`config.mk`:
```
export PLATFORM = sky130hd
export DESIGN_NAME = gs232c_jhr_flat
export DESIGN_NICKNAME = d
export VERILOG_FILES = /design/src/rtl/gs232c_jhr_pkg.sv /design/src/rtl/gs232c_jhr_if.sv /design/src/rtl/gs232c_jhr_fold.sv /design/src/rtl/gs232c_jhr.sv /design/src/flat_wrapper.sv
export SDC_FILE = /design/constraint.sdc
export NUM_CORES = 1
export LEC_CHECK = 0
export CAP_MARGIN = 20
export CORE_MARGIN = 1
export CORE_UTILIZATION = 40
export DETAILED_ROUTE_END_ITERATION = 7
export PLACE_DENSITY_LB_ADDON = 0.15
export SETUP_SLACK_MARGIN = 0.2
export SKIP_CTS_REPAIR_TIMING = 1
export SYNTH_ARGS = -nofsm -noshare
export SYNTH_HDL_FRONTEND = slang
export SYNTH_HIERARCHICAL = 1
export SYNTH_SLANG_ARGS = --single-unit
export TNS_END_PERCENT = 30
```
`constraint.sdc`:
```
create_clock -name clock -period 1.95 [get_ports clock]
set_input_delay 0.2925 -clock clock [delete_from_list [all_inputs] [get_ports clock]]
set_output_delay 0.2925 -clock clock [all_outputs]
set_load 0.01 [all_outputs]
```
`src/rtl/gs232c_jhr_pkg.sv`:
```
// Shared widths and types for the indirect-jump history register.
package gs232c_jhr_pkg;

  localparam int unsigned GS232C_TGT_W      = 30;
  localparam int unsigned GS232C_JHR_PATH_W = 64;
  localparam int unsigned GS232C_JHR_FOLD_W = 4;

  // Source of the next bt-level path history, in priority order BR > PR > ADV > HOLD.
  typedef enum logic [1:0] {
    BT_HOLD,
    BT_ADV,
    BT_FROM_PR,
    BT_FROM_BR
  } bt_src_e;

endpackage

```
`src/rtl/gs232c_jhr_if.sv`:
```
// Pipeline-event inputs and history outputs of gs232c_jhr, grouped as one bundle.
interface gs232c_jhr_if
  import gs232c_jhr_pkg::*;
#(
  parameter int unsigned TGT_W  = GS232C_TGT_W,
  parameter int unsigned PATH_W = GS232C_JHR_PATH_W
);

  logic              pc_go;
  logic              bt_jrop;
  logic [TGT_W-1:0]  bt_target;
  logic              pr_go;
  logic              pr_jrop;
  logic [TGT_W-1:0]  pr_target;
  logic              pr_cancel;
  logic              br_valid;
  logic              br_jrop;
  logic [31:0]       br_target;
  logic              br_cancel;
  logic [TGT_W-1:0]  jhr_last_br;
  logic [TGT_W-1:0]  jhr_last_pr;
  logic [PATH_W-1:0] jhr_path_br;
  logic [PATH_W-1:0] jhr_path_pr;
  logic [PATH_W-1:0] jhr_path_bt;

  modport slave (
    input  pc_go, bt_jrop, bt_target,
    input  pr_go, pr_jrop, pr_target, pr_cancel,
    input  br_valid, br_jrop, br_target, br_cancel,
    output jhr_last_br, jhr_last_pr, jhr_path_br, jhr_path_pr, jhr_path_bt
  );

  modport master (
    output pc_go, bt_jrop, bt_target,
    output pr_go, pr_jrop, pr_target, pr_cancel,
    output br_valid, br_jrop, br_target, br_cancel,
    input  jhr_last_br, jhr_last_pr, jhr_path_br, jhr_path_pr, jhr_path_bt
  );

endinterface

```
`src/rtl/gs232c_jhr_fold.sv`:
```
// XOR-folds a jump target word into FOLD_W bits; the top partial chunk is zero-extended.
module gs232c_jhr_fold
  import gs232c_jhr_pkg::*;
#(
  parameter int unsigned TGT_W  = GS232C_TGT_W,
  parameter int unsigned FOLD_W = GS232C_JHR_FOLD_W
) (
  input  logic [TGT_W-1:0]  i_target,
  output logic [FOLD_W-1:0] o_fold
);

  logic [FOLD_W-1:0] w_fold;

  always_comb begin
    w_fold = '0;
    for (int unsigned i = 0; i < TGT_W; i++) begin
      w_fold[i % FOLD_W] = w_fold[i % FOLD_W] ^ i_target[i];
    end
  end

  assign o_fold = w_fold;

endmodule

```
`src/rtl/gs232c_jhr.sv`:
```
// Jump history register: last indirect-jump target and folded path history at bt, pr and br levels.
module gs232c_jhr
  import gs232c_jhr_pkg::*;
#(
  parameter int unsigned TGT_W  = GS232C_TGT_W,
  parameter int unsigned PATH_W = GS232C_JHR_PATH_W,
  parameter int unsigned FOLD_W = GS232C_JHR_FOLD_W
) (
  input  logic         clock,
  input  logic         resetn,
  gs232c_jhr_if.slave  bus
);

  logic [TGT_W-1:0]  r_last_br, r_last_pr;
  logic [PATH_W-1:0] r_path_br, r_path_pr, r_path_bt;

  logic [FOLD_W-1:0] w_fold_bt, w_fold_pr, w_fold_br;
  logic              w_brv, w_pr_adv;
  logic [TGT_W-1:0]  w_br_tgt;
  logic [TGT_W-1:0]  w_last_br_n, w_last_pr_n;
  logic [PATH_W-1:0] w_path_br_n, w_path_pr_n, w_path_bt_n;
  bt_src_e           w_bt_src;
  logic              w_unused_br_lsb;

  assign w_br_tgt        = bus.br_target[TGT_W+1:2];
  assign w_unused_br_lsb = ^bus.br_target[1:0];

  gs232c_jhr_fold #(.TGT_W(TGT_W), .FOLD_W(FOLD_W)) u_fold_bt (
    .i_target (bus.bt_target),
    .o_fold   (w_fold_bt)
  );

  gs232c_jhr_fold #(.TGT_W(TGT_W), .FOLD_W(FOLD_W)) u_fold_pr (
    .i_target (bus.pr_target),
    .o_fold   (w_fold_pr)
  );

  gs232c_jhr_fold #(.TGT_W(TGT_W), .FOLD_W(FOLD_W)) u_fold_br (
    .i_target (w_br_tgt),
    .o_fold   (w_fold_br)
  );

  // A br_cancel implies its branch has resolved, so it qualifies the update on its own.
  assign w_brv       = (bus.br_valid | bus.br_cancel) & bus.br_jrop;
  assign w_last_br_n = w_brv ? w_br_tgt : r_last_br;
  assign w_path_br_n = w_brv ? {r_path_br[PATH_W-FOLD_W-1:0], w_fold_br} : r_path_br;

  assign w_pr_adv    = bus.pr_go & bus.pr_jrop;
  assign w_last_pr_n = w_pr_adv ? bus.pr_target : r_last_pr;
  assign w_path_pr_n = w_pr_adv ? {r_path_pr[PATH_W-FOLD_W-1:0], w_fold_pr} : r_path_pr;

  always_comb begin
    w_bt_src = BT_HOLD;
    if (bus.br_cancel)                  w_bt_src = BT_FROM_BR;
    else if (bus.pr_cancel)             w_bt_src = BT_FROM_PR;
    else if (bus.pc_go && bus.bt_jrop)  w_bt_src = BT_ADV;
  end

  always_comb begin
    w_path_bt_n = r_path_bt;
    case (w_bt_src)
      BT_FROM_BR: w_path_bt_n = w_path_br_n;
      BT_FROM_PR: w_path_bt_n = w_path_pr_n;
      BT_ADV:     w_path_bt_n = {r_path_bt[PATH_W-FOLD_W-1:0], w_fold_bt};
      default:    w_path_bt_n = r_path_bt;
    endcase
  end

  always_ff @(posedge clock or negedge resetn) begin
    if (!resetn) begin
      r_last_br <= '0;
      r_path_br <= '0;
      r_last_pr <= '0;
      r_path_pr <= '0;
      r_path_bt <= '0;
    end else begin
      r_last_br <= w_last_br_n;
      r_path_br <= w_path_br_n;
      if (bus.br_cancel) begin
        r_last_pr <= w_last_br_n;
        r_path_pr <= w_path_br_n;
      end else begin
        r_last_pr <= w_last_pr_n;
        r_path_pr <= w_path_pr_n;
      end
      r_path_bt <= w_path_bt_n;
    end
  end

  assign bus.jhr_last_br = r_last_br;
  assign bus.jhr_last_pr = r_last_pr;
  assign bus.jhr_path_br = r_path_br;
  assign bus.jhr_path_pr = r_path_pr;
  assign bus.jhr_path_bt = r_path_bt;

endmodule
```
`src/flat_wrapper.sv`:
```
// flat-port wrapper written by rule: the top's interface ports become plain ports
module gs232c_jhr_flat import gs232c_jhr_pkg::*;
#(
  parameter int unsigned TGT_W  = GS232C_TGT_W,
  parameter int unsigned PATH_W = GS232C_JHR_PATH_W,
  parameter int unsigned FOLD_W = GS232C_JHR_FOLD_W
)
  (clock, resetn, bus_pc_go, bus_bt_jrop, bus_bt_target, bus_pr_go, bus_pr_jrop, bus_pr_target, bus_pr_cancel, bus_br_valid, bus_br_jrop, bus_br_target, bus_br_cancel, bus_jhr_last_br, bus_jhr_last_pr, bus_jhr_path_br, bus_jhr_path_pr, bus_jhr_path_bt);
  gs232c_jhr_if #(.TGT_W(TGT_W), .PATH_W(PATH_W)) bus_i ();
  input  logic clock;
  input  logic resetn;
  input wire logic [$bits(bus_i.pc_go)-1:0] bus_pc_go;
  input wire logic [$bits(bus_i.bt_jrop)-1:0] bus_bt_jrop;
  input wire logic [$bits(bus_i.bt_target)-1:0] bus_bt_target;
  input wire logic [$bits(bus_i.pr_go)-1:0] bus_pr_go;
  input wire logic [$bits(bus_i.pr_jrop)-1:0] bus_pr_jrop;
  input wire logic [$bits(bus_i.pr_target)-1:0] bus_pr_target;
  input wire logic [$bits(bus_i.pr_cancel)-1:0] bus_pr_cancel;
  input wire logic [$bits(bus_i.br_valid)-1:0] bus_br_valid;
  input wire logic [$bits(bus_i.br_jrop)-1:0] bus_br_jrop;
  input wire logic [$bits(bus_i.br_target)-1:0] bus_br_target;
  input wire logic [$bits(bus_i.br_cancel)-1:0] bus_br_cancel;
  output wire logic [$bits(bus_i.jhr_last_br)-1:0] bus_jhr_last_br;
  output wire logic [$bits(bus_i.jhr_last_pr)-1:0] bus_jhr_last_pr;
  output wire logic [$bits(bus_i.jhr_path_br)-1:0] bus_jhr_path_br;
  output wire logic [$bits(bus_i.jhr_path_pr)-1:0] bus_jhr_path_pr;
  output wire logic [$bits(bus_i.jhr_path_bt)-1:0] bus_jhr_path_bt;
  assign bus_i.pc_go = bus_pc_go;
  assign bus_i.bt_jrop = bus_bt_jrop;
  assign bus_i.bt_target = bus_bt_target;
  assign bus_i.pr_go = bus_pr_go;
  assign bus_i.pr_jrop = bus_pr_jrop;
  assign bus_i.pr_target = bus_pr_target;
  assign bus_i.pr_cancel = bus_pr_cancel;
  assign bus_i.br_valid = bus_br_valid;
  assign bus_i.br_jrop = bus_br_jrop;
  assign bus_i.br_target = bus_br_target;
  assign bus_i.br_cancel = bus_br_cancel;
  assign bus_jhr_last_br = bus_i.jhr_last_br;
  assign bus_jhr_last_pr = bus_i.jhr_last_pr;
  assign bus_jhr_path_br = bus_i.jhr_path_br;
  assign bus_jhr_path_pr = bus_i.jhr_path_pr;
  assign bus_jhr_path_bt = bus_i.jhr_path_bt;
  gs232c_jhr #(.TGT_W(TGT_W), .PATH_W(PATH_W), .FOLD_W(FOLD_W)) u_core (.clock(clock), .resetn(resetn), .bus(bus_i));
endmodule
```
==> impl_summary.log <==
INFO  metric crit_path_start_kind = flop
INFO  metric cts_buffers = 29
INFO  metric worstPathRequired = 1.66 ns
INFO  metric slew_headroom = 51.7%
INFO  metric maximum_level_of_the_cts_h_tree = 1
INFO  metric total_leakage_power = 8.95 nW
INFO  metric setup_viol_count_final = 0
INFO  metric area.sequential = 6310 um2
INFO  metric nFillCells = 2,417
INFO  metric ant_nets = 0
INFO  metric core.rowCount = 62
INFO  metric vdd.ir_drop.worst = 0.803 mV
INFO  metric core = 28,900 um2
INFO  metric critical_path.cell_chain = clkdlybuf4s50_1
INFO  metric synth_top_cells_by_count = sky130_fd_sc_hd__dfrtp_1 (252), sky130_fd_sc_hd__mux2i_1 (222), sky130_fd_sc_hd__o21ai_0 (94)
INFO  metric dr_total_vias = 9,436
INFO  metric grt_pass1_vias = 9,628
INFO  metric io_buffer_count = 351
INFO  metric outcome = finished, final reports clean
INFO  metric syn_area = 11,800 um2
INFO  metric i_o_pins = 354
INFO  metric met1_usage = 33.6%
INFO  metric final-max-slew-violation-count = 0
INFO  metric yosysMostFrequentCell = sky130_fd_sc_hd__dfrtp_1
INFO  metric area_growth_syn_to_layout = 49.9%
INFO  metric grt_use_met3 = 4.16%
INFO  metric synthDistinctLibCells = 19
INFO  metric critical_path_fanout_max = 3
INFO  metric period_share = 92.6%
INFO  metric detail_route.wl_per_cell = 20.8 um
INFO  metric postSynthNetCount = 1,075
INFO  metric multiInputGateArea = 4950 um2
INFO  metric avgViaCountPerCell = 5.23
INFO  metric grt_start_max_net_pins = 62
INFO  metric yosys-top-cells-area = sky130_fd_sc_hd__dfrtp_1 (53%), sky130_fd_sc_hd__mux2i_1 (19%), sky130_fd_sc_hd__o221ai_1 (4.7%), sky130_fd_sc_hd__xnor2_1 (4.4%), sky130_fd_sc_hd__o21a_1 (4.1%)
INFO  metric grt.overflow.total = 0
INFO  metric synth_seq_cells = 252
INFO  metric hold_crit_start = bus_br_cancel
INFO  metric finalNetCount = 1,502
INFO  metric clock_sink_count = 252
INFO  metric ys_async_sr_fraction = 100%
INFO  metric hold_path_class = input port to flop
INFO  metric cpPeakStageDelay = 0.58 ns
INFO  metric path_class = flop to output pin
INFO  metric synthesis.instances = 973
INFO  metric reg2reg_from = u_core/bus.jhr_path_pr[50]
INFO  metric timing_worst_slew_pin_value = 0.725 ns
INFO  metric grt_setup_unrepaired = yes
INFO  metric die_w = 174 um
INFO  metric drtPass1Iterations = 5
INFO  metric post_synth_top_area_cell = sky130_fd_sc_hd__dfrtp_1
INFO  metric final_critical_path_time_including_i_o_delays_and_setup = 1.81 ns
INFO  metric dominantRegCellSynth = sky130_fd_sc_hd__dfrtp_1
INFO  metric worst_clock_skew = 0.0104 ns
INFO  metric crit_path_top_delay_cell = sky130_fd_sc_hd__clkdlybuf4s50_1
INFO  metric hold_slack = 0.259 ns
INFO  metric die-height = 174 um
INFO  metric clk_latency = 0.54 ns
INFO  metric post_route_cells_drive_above_1_share = 13.7%
INFO  metric cts_max_path_buffers = 3
INFO  metric cts_tree = built
INFO  metric yosysWarnings = 6
INFO  metric cp_num_buf_inv = 1
INFO  metric drt_drc_violations_left = 0
INFO  metric hold_viol = 0
INFO  metric timing.critical_path.to_type = output pin
INFO  metric cpLargestDelayFamily = buffers and inverters
INFO  metric synth_area_per_cell = 12.1 um2
INFO  metric globalplace.congestion = 0.811
INFO  metric initial_core_util = 41.0%
INFO  metric timing.setup.tns = 0 ns
INFO  metric p_per_area = 1410 nW/um2
INFO  metric wire_length_of_the_first_global_routing_pass = 57,800 um
INFO  metric crit_path_start = u_core/bus.jhr_path_pr[6]
INFO  metric clkTransAtPathRegs = 0.06 ns
INFO  metric top_usage_layer = met2
INFO  metric cp_data_arrival_time = 1.51 ns
INFO  metric max_clock_freq = 554 MHz
INFO  metric design.die.area = 30,200 um2
INFO  metric antenna_violations_before_repair = 1
INFO  metric gr-usage-all-layers = 24.6%
INFO  metric seq_area_frac_synth = 53.4%
INFO  metric cts.root.buffer_cell = sky130_fd_sc_hd__clkbuf_16
INFO  metric detail_route.iter0.violations = 547
INFO  metric synth_edf_count = 0
INFO  metric finalWirelength = 37,600 um
INFO  metric groute.layer.met2.usage = 39.6%
INFO  metric detailedPlacementHpwl = 26,300 um
INFO  metric yosys.area.top_type_share = 53.4%
INFO  metric drv.max_cap_violation_count = 0
==> registers in the layout (all words and copies together) (netlist names) <==
| signal | flops |
|---|---|
| u_core/bus.jhr_last_br | 30 |
| u_core/bus.jhr_last_pr | 30 |
| u_core/bus.jhr_path_br | 64 |
| u_core/bus.jhr_path_bt | 64 |
| u_core/bus.jhr_path_pr | 64 |
==> routing by layer <==
layer	routed length [um]	vias up
met3	2120	65
li1	-	4321
met2	18000	307
met4	1090	0
met1	16400	4743
met5	0	-
==> stage by stage <==
step	util, %	cell area [um2]	instances	total power [mW]	worst slack [ns]
finish	61.4	17700	1804	24.9	0.144
global route	61.4	17700	1804	26.3	0.115
CTS	60.4	17400	1792	25.2	0.0502
detailed placement	57.3	16500	1742	19.8	-0.107
global placement	57.3	16500	1742	19.7	-0.115
floorplan	-	11800	973	12.9	0.530
==> final timing paths <==
path | end | slack, ns | depth (start not counted)
min reg2reg | u_core/bus.jhr_path_bt[61] | 0.49 | 1
min in group asynchronous | u_core/bus.jhr_last_pr[28] | 0.27 | 2
max in group asynchronous | u_core/bus.jhr_path_bt[27] | 0.98 | 3
max | bus_jhr_path_pr[6] | 0.14 | 1
min | u_core/bus.jhr_path_pr[24] | 0.26 | 3
max reg2reg | u_core/bus.jhr_path_bt[50] | 0.76 | 4
==> power breakdown <==
part / internal (mW) / leakage (nW) / switching (mW) / total [mW]
clock: 3.11 / 0.454 / 2.15 / 5.25
combinational: 6.01 / 5.46 / 4.50 / 10.5
sequential: 7.29 / 3.03 / 1.89 / 9.17
total: 16.4 / 8.95 / 8.54 / 24.9
==> layout make-up <==
class	instances	area share, %
Sequential cell	252	35.6
Clock buffer	43	4.79
Tap cell	384	2.71
Clock inverter	7	0.360
Timing Repair Buffer	463	27.2
Inverter	65	1.38
Antenna cell	1	0.0141
Multi-Input combinational cell	589	27.9
==> cell usage in the layout (no fill, tap or decap), types with 18 or more instances in the layout <==
master                            netlist  routed
sky130_fd_sc_hd__mux2i_1              222     222
sky130_fd_sc_hd__inv_1                 65      65
sky130_fd_sc_hd__o21ai_0               94      94
sky130_fd_sc_hd__nand2_1               33      30
sky130_fd_sc_hd__clkbuf_16              0      29
sky130_fd_sc_hd__dfrtp_1              252     251
sky130_fd_sc_hd__xor2_1                18      18
sky130_fd_sc_hd__o221ai_1              64      64
sky130_fd_sc_hd__buf_12                 0      22
sky130_fd_sc_hd__o21a_1                64      64
sky130_fd_sc_hd__buf_4                  5      89
sky130_fd_sc_hd__mux2_2                30      30
sky130_fd_sc_hd__xnor2_1               60      60
sky130_fd_sc_hd__dlymetal6s2s_1         0      72
sky130_fd_sc_hd__clkdlybuf4s50_1        0     277
==> logic make-up after synthesis <==
family / Yosys count / share of synthesized area (%)
buf+inv: 132 / 5.12
flops: 252 / 53.4
compound gates: 224 / 12.9
xor+xnor: 78 / 5.78
simple gates: 35 / 1.15
mux: 252 / 21.7
Power figures use the tool's default switching activity.
